`src/rtl/pipe_pkg.sv`:
```
// Shared definitions for the pipeline stage registers (IF/ID, ID/EX, EX/MEM).
package pipe_pkg;

    // Encoding equals the number of held entries, so occupancy is the state itself.
    typedef enum logic [1:0] {
        EMPTY = 2'd0,
        ONE   = 2'd1,
        FULL  = 2'd2
    } state_e;

    localparam logic [31:0] NOP_INSTR_DEFAULT = 32'h0000_0000;

endpackage

```
`src/rtl/pipe_entry.sv`:
```
// One pipeline slot: a valid bit plus an instruction/PC+4 payload with load and clear.
module pipe_entry #(
    parameter int                   INSTR_W   = 32,
    parameter int                   ADDR_W    = 32,
    parameter logic [INSTR_W-1:0]   NOP_INSTR = '0
) (
    input  logic               clk,
    input  logic               rst,
    input  logic               load_i,
    input  logic               clear_i,
    input  logic [INSTR_W-1:0] instr_i,
    input  logic [ADDR_W-1:0]  pc4_i,
    output logic               valid_o,
    output logic [INSTR_W-1:0] instr_o,
    output logic [ADDR_W-1:0]  pc4_o
);

    logic               valid_q;
    logic [INSTR_W-1:0] instr_q;
    logic [ADDR_W-1:0]  pc4_q;

    // NOTE: the payload is reset along with the valid bit so idle outputs are deterministic;
    // clear wins over load so a flush can never leak a same-cycle write.
    always_ff @(posedge clk) begin
        if (rst || clear_i) begin
            valid_q <= 1'b0;
            instr_q <= NOP_INSTR;
            pc4_q   <= '0;
        end else if (load_i) begin
            valid_q <= 1'b1;
            instr_q <= instr_i;
            pc4_q   <= pc4_i;
        end
    end

    assign valid_o = valid_q;
    assign instr_o = instr_q;
    assign pc4_o   = pc4_q;

endmodule

```
`src/rtl/if_id_skid_reg.sv`:
```
// IF/ID register with a two-entry skid buffer: registered ready, strict FIFO order, flush.
module if_id_skid_reg
    import pipe_pkg::*;
#(
    parameter int          INSTR_W   = 32,
    parameter int          ADDR_W    = 32,
    parameter logic [31:0] NOP_INSTR = NOP_INSTR_DEFAULT
) (
    input  logic               clk,
    input  logic               rst,
    input  logic               in_valid,
    output logic               in_ready,
    input  logic [INSTR_W-1:0] in_instr,
    input  logic [ADDR_W-1:0]  in_pc4,
    input  logic               flush,
    output logic               out_valid,
    input  logic               out_ready,
    output logic [INSTR_W-1:0] out_instr,
    output logic [ADDR_W-1:0]  out_pc4,
    output logic [1:0]         occupancy
);

    localparam logic [INSTR_W-1:0] NOP_W = INSTR_W'(NOP_INSTR);

    state_e             state_q, state_d;
    logic               accept, pop;
    logic               main_load, main_from_skid, main_clear;
    logic               skid_load, skid_clear;
    logic               main_valid, skid_valid;
    logic [INSTR_W-1:0] skid_instr, main_instr_d;
    logic [ADDR_W-1:0]  skid_pc4, main_pc4_d;

    assign accept = in_valid & in_ready;
    assign pop    = out_valid & out_ready;

    // NOTE: every always_comb output gets a default first so no path can infer a latch.
    always_comb begin
        state_d        = state_q;
        main_load      = 1'b0;
        main_from_skid = 1'b0;
        main_clear     = 1'b0;
        skid_load      = 1'b0;
        skid_clear     = 1'b0;
        if (flush) begin
            state_d    = EMPTY;
            main_clear = 1'b1;
            skid_clear = 1'b1;
        end else begin
            case (state_q)
                EMPTY: if (accept) begin
                    main_load = 1'b1;
                    state_d   = ONE;
                end
                ONE: begin
                    if (accept && !pop) begin
                        skid_load = 1'b1;
                        state_d   = FULL;
                    end else if (accept && pop) begin
                        main_load = 1'b1;
                    end else if (pop) begin
                        main_clear = 1'b1;
                        state_d    = EMPTY;
                    end
                end
                FULL: if (pop) begin
                    main_load      = 1'b1;
                    main_from_skid = 1'b1;
                    skid_clear     = 1'b1;
                    state_d        = ONE;
                end
                default: begin
                    main_clear = 1'b1;
                    skid_clear = 1'b1;
                    state_d    = EMPTY;
                end
            endcase
        end
    end

    // NOTE: sequential state uses non-blocking assignments only.
    always_ff @(posedge clk) begin
        if (rst) state_q <= EMPTY;
        else     state_q <= state_d;
    end

    assign main_instr_d = main_from_skid ? skid_instr : in_instr;
    assign main_pc4_d   = main_from_skid ? skid_pc4   : in_pc4;

    pipe_entry #(.INSTR_W(INSTR_W), .ADDR_W(ADDR_W), .NOP_INSTR(NOP_W)) u_main (
        .clk     (clk),
        .rst     (rst),
        .load_i  (main_load),
        .clear_i (main_clear),
        .instr_i (main_instr_d),
        .pc4_i   (main_pc4_d),
        .valid_o (main_valid),
        .instr_o (out_instr),
        .pc4_o   (out_pc4)
    );

    pipe_entry #(.INSTR_W(INSTR_W), .ADDR_W(ADDR_W), .NOP_INSTR(NOP_W)) u_skid (
        .clk     (clk),
        .rst     (rst),
        .load_i  (skid_load),
        .clear_i (skid_clear),
        .instr_i (in_instr),
        .pc4_i   (in_pc4),
        .valid_o (skid_valid),
        .instr_o (skid_instr),
        .pc4_o   (skid_pc4)
    );

    // The entry valid bits track the state exactly, so both handshake outputs come straight from flops.
    assign out_valid = main_valid;
    assign in_ready  = ~skid_valid;
    assign occupancy = state_q;

endmodule

```
`config.mk`:
```
export PLATFORM = sky130hd
export DESIGN_NAME = if_id_skid_reg
export DESIGN_NICKNAME = d
export VERILOG_FILES = /design/src/rtl/pipe_pkg.sv /design/src/rtl/pipe_entry.sv /design/src/rtl/if_id_skid_reg.sv
export SDC_FILE = /design/constraint.sdc
export NUM_CORES = 1
export LEC_CHECK = 0
export BUFFER_PORTS_ARGS = -buffer_cell sky130_fd_sc_hd__buf_2
export CAP_MARGIN = 20
export CORE_MARGIN = 4
export CORE_UTILIZATION = 32
export CTS_CLUSTER_DIAMETER = 50
export DETAILED_ROUTE_END_ITERATION = 6
export HOLD_SLACK_MARGIN = 0.08
export PLACE_DENSITY_LB_ADDON = 0.25
export SYNTH_ARGS = -nofsm -noshare
export SYNTH_HDL_FRONTEND = slang
export SYNTH_HIERARCHICAL = 1
export SYNTH_SLANG_ARGS = --single-unit
```
`constraint.sdc`:
```
create_clock -name clk -period 2.2 [get_ports clk]
set_input_delay 0.22 -clock clk [delete_from_list [all_inputs] [get_ports clk]]
set_output_delay 0.22 -clock clk [all_outputs]
set_load 0.03 [all_outputs]
```
==> metrics.md, run 1 <==
| Metric | Value |
|---|---|
| Pwr dens | `744.3 mW/mm²` |
| Die area | `0.02085 mm²` |
| HPWL Detailed | `9032 µm` |
| Crit Path Category | `reg2reg` |
| # nets final | `783` |
| Gpl congestion | `0.7418` |
| Crit start category | `flop` |
| Fin util | `0.4397` |
| DRC | `0` |
| Post-synth top cells | `nor2_1, dfxtp_1, mux2i_1, mux2_4, buf_6` |
| Total GRT Usage | `0.1358` |
| Clock sink count | `132` |
| CTS H-tree lvls | `4` |
| Fill cell count | `1731` |
| Worst slew pin tran | `0.7517 ns` |
| CTS root buffer | `clkbuf_16` |
| Drt first pass iters | `4` |
| Area grow syn2layout | `34.02%` |
| Final WL | `13670 µm` |
| Initial Utilization | `0.3281` |
| Endpoint class of the critical path | `flop` |
| Top cells by area, synth | `dfxtp_1, mux2i_1, mux2_4` |
| Async S/R FF share, synth | `0` |
| Top FF cell, synth | `dfxtp_1` |
| IO Port Bufs | `136` |
| Max-cap violations | `0` |
| Die width | `144.4 µm` |
| Register area share after synthesis | `0.4438` |
| Post-layout minimum cycle time | `2.044 ns` |
| Clock skew | `0.006947 ns` |
| Drt initial violations | `125` |
| Endpoints failing setup | `0` |
| Max-slew violation count | `0` |
| DR vias/cell | `4.494` |
| Setup WS pre-CTS | `0.1240 ns` |
| Hold Crit Class | `in2reg` |
| Layout cells sized above 1 | `0.3494` |
| Setup TNS | `0 ns` |
| Most frequent cell after synthesis | `nor2_1` |
| Reg area | `0.002643 mm²` |
| Num ports | `137` |
| Critical Path RT | `2.49 ns` |
| Post-Layout Cell Count | `956` |
| Synth top area share | `0.4438` |
| TritonCTS clock tree | `built` |
| Worst relative slew slack | `0.4988` |
| Mean Syn Cell Area | `11.52 µm²` |
| Vias | `4296` |
| Vias in the first global route | `4400` |
| Post-synth EDFFs | `0` |
| Worst VDD drop | `524.9 µV` |
| Status | `completed` |
| Post-synth cell types | `27` |
| Peak Freq | `0.4892 GHz` |
| Netlist Area Pre-Place | `0.005954 mm²` |
| Core footprint | `0.01815 mm²` |
| Yosys warnings | `6` |
| Leak pwr | `3.274 nW` |
| First-pass GRT wire length | `22250 µm` |
| Synth area leader | `dfxtp_1` |
| Clock Tree Buf Depth | `2` |
| Fin worst setup slack | `0.1559 ns` |
| Clock Pin Slew Worst Setup and Hold Paths | `0.06 ns` |
| Final hold slack | `0.1070 ns` |
| Syn Nets | `586` |
| Row count | `49` |
| Largest net degree at the start of global routing | `66` |
| Unrepaired setup endpoints after global routing | `false` |
| Final Cycle Share | `0.9291` |
| Gate Count Post-Synth | `517` |
| Placed instance count | `861` |
| # diodes | `0` |
| DR WL/cell | `14.30 µm` |
| GR Overflow Total | `0` |
| Routed Antenna Nets | `0` |
| CTS buffer count | `17` |
| Initial antenna violation count | `1` |
| Multi-input gate area | `0.002917 mm²` |
| Chip Height | `144.4 µm` |
| Crit-path max FO | `24` |
| Fin. Hold Viols | `0` |
| Clock Latency Late Sink | `0.41 ns` |
| #FFs+latches synth | `132` |
| Critical path arrival | `2.33 ns` |
-- cell usage in the layout, fill, tap and decap left out, types with 2 or more instances in the layout --
master | Yosys | final
buf_2 | 2 | 136
nand2_1 | 2 | 2
nor2_1 | 133 | 133
mux2_2 | 4 | 4
clkinvlp_4 | 0 | 3
buf_4 | 0 | 6
buf_12 | 6 | 8
nand2b_1 | 2 | 2
mux2_4 | 60 | 60
clkbuf_8 | 0 | 2
clkinv_2 | 0 | 3
or2_2 | 0 | 2
dlygate4sd3_1 | 0 | 63
o21ai_0 | 2 | 2
clkinv_4 | 0 | 2
mux2i_1 | 129 | 129
bufinv_16 | 0 | 3
clkbuf_16 | 0 | 17
dfxtp_1 | 132 | 132
inv_1 | 2 | 2
-- worst paths after layout --
kind,start,endpoint,slack (ns),cells past startpoint
worst max-delay path,u_main/valid_o$_SDFFE_PP0P_,u_main/pc4_o[16]$_SDFFE_PP0P_,0.16,7
worst max register to register,u_main/valid_o$_SDFFE_PP0P_,u_main/pc4_o[16]$_SDFFE_PP0P_,0.16,7
worst min-delay path,in_instr[0],u_skid/instr_o[0]$_SDFFE_PP0P_,0.11,3
worst min register to register,u_main/pc4_o[9]$_SDFFE_PP0P_,u_main/pc4_o[9]$_SDFFE_PP0P_,0.49,2
-- metal layers --
layer  vias up  wire length [µm]  GRT usage
met4         2               127    0.04320
li1       2159                 -          -
met1      2011              6699     0.1768
met5         -                12          0
met2       110              5972     0.2129
met3        14               860    0.04597
-- registers in the layout, summed over array words and instances, names as in the netlist --
| register | count |
|---|---|
| u_skid/valid_o | 1 |
| u_main/valid_o | 1 |
| u_main/pc4_o | 32 |
| u_skid/pc4_o | 32 |
| u_main/instr_o | 32 |
| u_skid/instr_o | 32 |
| occupancy | 2 |
-- per-stage QoR --
stage | total power, W | area (µm²)
CTS | 0.006037 | 7975
global placement | 0.003005 | 6734
detailed placement | 0.003016 | 6734
finish | 0.005940 | 7980
floorplan | 0.002864 | 5954
global route | 0.006193 | 7980
-- final cells by class --
class | instances | share of cell area
Tap cell | 229 | 0.03590
Clock inverter | 12 | 0.01929
Multi-Input combinational cell | 348 | 0.3655
Inverter | 2 | 0.0009407
Sequential cell | 132 | 0.3311
Timing Repair Buffer | 213 | 0.1900
Clock buffer | 20 | 0.05723
-- what timing repair did --
item                                    in CTS  in global routing
hold endpoints to repair                    63                  0
resized for setup                            0                  1
endpoints found under the setup margin       0                118
buffers inserted                             0                  0
hold buffers                                63                  0
-- power breakdown --
part	switching (W)	total, W	leakage [nW]	internal [W]
combinational	0.000283	0.000598	1.92	0.000315
sequential	0.0000216	0.00245	1.07	0.00243
clock	0.00105	0.00289	0.292	0.00184
-- cell families (layout without fill, tap and decap cells) --
group | Yosys count | in the layout | synth area share
muxes | 193 | 193 | 0.3757
and+or+nand+nor | 149 | 149 | 0.1030
DFF | 132 | 132 | 0.4438
buffers and inverters | 37 | 247 | 0.07166
AOI/OAI and AO/OA | 6 | 6 | 0.005885
-- worst max-delay path, cell delays in order (launching register included) --
cell and delay [ns]:
dfxtp_1 0.46, nand2_1 0.17, nor4b_4 0.29, buf_12 0.22, buf_12 0.23, mux2_4 0.32, mux2i_1 0.16, nor2_1 0.07
No activity file was read; power rests on OpenSTA's default activity.
==> inputs of run 2 (changes only) <==
--- a/config.mk
+++ b/config.mk
@@ -5,9 +5,9 @@
 export SDC_FILE = /design/constraint.sdc
 export NUM_CORES = 1
 export LEC_CHECK = 0
+export ABC_CLOCK_PERIOD_IN_PS = 2200
 export BUFFER_PORTS_ARGS = -buffer_cell sky130_fd_sc_hd__buf_2
 export CAP_MARGIN = 20
-export CORE_MARGIN = 4
 export CORE_UTILIZATION = 32
 export CTS_CLUSTER_DIAMETER = 50
 export DETAILED_ROUTE_END_ITERATION = 6
==> metrics.md, run 2 (synthesis gave the netlist of run 1 again) <==
| Metric | Value |
|---|---|
| IO Port Bufs | `136 (unchanged)` |
| Drt first pass iters | `6 (was 4)` |
| Routed Antenna Nets | `0 (unchanged)` |
| CP max stage delay | `0.39 ns (was 0.46 ns)` |
| Worst R2R Setup Slack | `0.21 ns (was 0.16 ns)` |
| Pwr dens | `741.3 mW/mm² (was 744.3 mW/mm²)` |
| Max-cap violations | `0 (unchanged)` |
| Hold Crit Class | `in2reg (unchanged)` |
| Worst VDD drop | `500.8 µV (was 524.9 µV)` |
| Final Cycle Share | `0.9023 (was 0.9291)` |
| Failing checks | `DRC` |
| Clock sink count | `132 (unchanged)` |
| Die width | `138.4 µm (was 144.4 µm)` |
| Total GRT Usage | `0.1490 (was 0.1358)` |
| Largest net degree at the start of global routing | `42 (was 66)` |
| Row count | `49 (unchanged)` |
| Hold wc startpoint | `in_pc4[26] (was in_instr[0])` |
| Fill cell count | `1724 (was 1731)` |
| Slowest CP cell | `dfxtp_1 (unchanged)` |
| Post-DP Area | `0.006701 mm² (was 0.006734 mm²)` |
| Chip Height | `138.4 µm (was 144.4 µm)` |
| Most common cell after layout, fill and taps aside | `buf_2 (unchanged)` |
| Vias in the first global route | `4584 (was 4400)` |
| Layout cells sized above 1 | `0.3521 (was 0.3494)` |
| Worst relative slew slack | `0.6735 (was 0.4988)` |
| CTS buffer count | `17 (unchanged)` |
| CTS root buffer | `clkbuf_16 (unchanged)` |
| Critical Path RT | `2.48 ns (was 2.49 ns)` |
| Final Power | `0.005898 W (was 0.005940 W)` |
| Peak Freq | `0.5037 GHz (was 0.4892 GHz)` |
| Setup TNS | `0 ns (unchanged)` |
| Critical R2R Launch | `occupancy[1]$_SDFFE_PP0P_ (was u_main/valid_o$_SDFFE_PP0P_)` |
| Status | `finished, violations left (was completed)` |
| Num ports | `137 (unchanged)` |
| Crit start category | `flop (unchanged)` |
| HPWL Detailed | `8715 µm (was 9032 µm)` |
| Finished Cell Area | `0.007956 mm² (was 0.007980 mm²)` |
| Initial Utilization | `0.3292 (was 0.3281)` |
| Leak pwr | `3.260 nW (was 3.274 nW)` |
| Gpl congestion | `0.7726 (was 0.7418)` |
| Unrepaired setup endpoints after global routing | `false (unchanged)` |
| Endpoint class of the critical path | `flop (unchanged)` |
| CP Cell Sequence | `nor3b_2 -> nor4b_2 -> buf_4 -> buf_12 -> mux2i_1 -> nor2_1 (was nand2_1 -> nor4b_4 -> buf_12 -> buf_12 -> mux2_4 -> mux2i_1 -> nor2_1)` |
| TritonCTS clock tree | `built (unchanged)` |
| # nets final | `783 (unchanged)` |
| Clock Tree Buf Depth | `2 (unchanged)` |
| DRC | `16 (was 0)` |
| Clock Latency Late Sink | `0.42 ns (was 0.41 ns)` |
| Critical path arrival | `2.27 ns (was 2.33 ns)` |
| Critical Path Start | `occupancy[1]$_SDFFE_PP0P_ (was u_main/valid_o$_SDFFE_PP0P_)` |
| Initial antenna violation count | `0 (was 1)` |
| Clock Pin Slew Worst Setup and Hold Paths | `0.06 ns (about the same)` |
| Worst slew pin tran | `0.4897 ns (was 0.7517 ns)` |
| CTS H-tree lvls | `4 (unchanged)` |
| GR Overflow Total | `0 (unchanged)` |
| Clock skew | `0.01069 ns (was 0.006947 ns)` |
| Post-layout minimum cycle time | `1.985 ns (was 2.044 ns)` |
| # diodes | `0 (unchanged)` |
| Crit-path max FO | `28 (was 24)` |
| DR WL/cell | `14.35 µm (was 14.30 µm)` |
| Fin. Hold Viols | `0 (unchanged)` |
| First-pass GRT wire length | `22500 µm (was 22250 µm)` |
| Max-slew violation count | `0 (unchanged)` |
| Area grow syn2layout | `33.62% (was 34.02%)` |
| DR vias/cell | `4.523 (was 4.494)` |
| Crit Path Category | `reg2reg (unchanged)` |
| Core footprint | `0.01809 mm² (was 0.01815 mm²)` |
| Most frequent cells in the layout | `buf_2, nor2_1, dfxtp_1 (unchanged)` |
| Final WL | `13720 µm (was 13670 µm)` |
| Vias | `4324 (was 4296)` |
| Endpoints failing setup | `0 (unchanged)` |
| Die area | `0.01916 mm² (was 0.02085 mm²)` |
| Drt initial violations | `156 (was 125)` |
run 2: cell count changes in the layout (fill, tap and decap cells not counted), sizes merged:
cell | previous run | this run
clkinv | 5 | 3
bufinv | 3 | 2
clkbuf | 20 | 22
dlygate4sd3 | 63 | 62
clkinvlp | 3 | 5
run 2: worst paths after layout:
check / end / cells after the start
setup / recovery: u_skid/instr_o[6]$_SDFFE_PP0P_ / 6
hold / removal: u_skid/pc4_o[26]$_SDFFE_PP0P_ / 3
setup reg to reg: u_skid/instr_o[6]$_SDFFE_PP0P_ / 6
hold reg to reg: u_main/instr_o[20]$_SDFFE_PP0P_ / 2
run 2: report_power, final:
| group | internal, W | switching, W |
|---|---|---|
| registers | 0.00243 | 0.0000217 |
| clock network | 0.00179 | 0.00107 |
| logic | 0.000313 | 0.000281 |
| total | 0.00453 | 0.00137 |
run 2: metrics by stage:
stage | std cells | setup WS, ns | hold WS [ns] | utilization
after detailed placement | 860 | 0.01454 | 0.4561 | 0.3705
after CTS | 954 | 0.1534 | 0.08033 | 0.4386
after global routing | 956 | 0.07947 | 0.08863 | 0.4399
after floorplan | 517 | 0.2631 | 0.2981 | -
after global placement | 860 | 0.2065 | 0.4369 | 0.3705
final | 956 | 0.2148 | 0.09787 | 0.4399
run 2: routing by layer:
metal | track usage | up-vias | share of wire
met4 | 0.05204 | 0 | 0.012
li1 | - | 2149 | -
met3 | 0.04260 | 15 | 0.041
met2 | 0.2509 | 107 | 0.47
met5 | 0 | - | 0
met1 | 0.1814 | 2053 | 0.48
run 2: cell type report:
cell class                      instances  area, µm²  share of cell area
Clock buffer                           21      480.5             0.06039
Clock inverter                         11      125.1             0.01573
Inverter                                2      7.507           0.0009435
Multi-Input combinational cell        348       2917              0.3666
Sequential cell                       132       2643              0.3321
Tap cell                              229      286.5             0.03601
Timing Repair Buffer                  213       1498              0.1882
run 2: critical path: cells and delay by family, from the launching register on:
| family | cells | cell delay (ns) |
|---|---|---|
| flip-flops | 1 | 0.39 |
| multiplexers | 1 | 0.24 |
| buffers and inverters | 2 | 0.45 |
| AND/OR/NAND/NOR | 3 | 0.74 |
run 2: what timing repair did:
action                                  4_1_cts  5_1_grt
endpoints found under the setup margin        3        2
hold buffers                                 62        0
pin swaps                                     0        1
cloned                                        0        1
endpoints found under the hold margin        62        0
buffers inserted                              0        1
resized for setup                             1        1
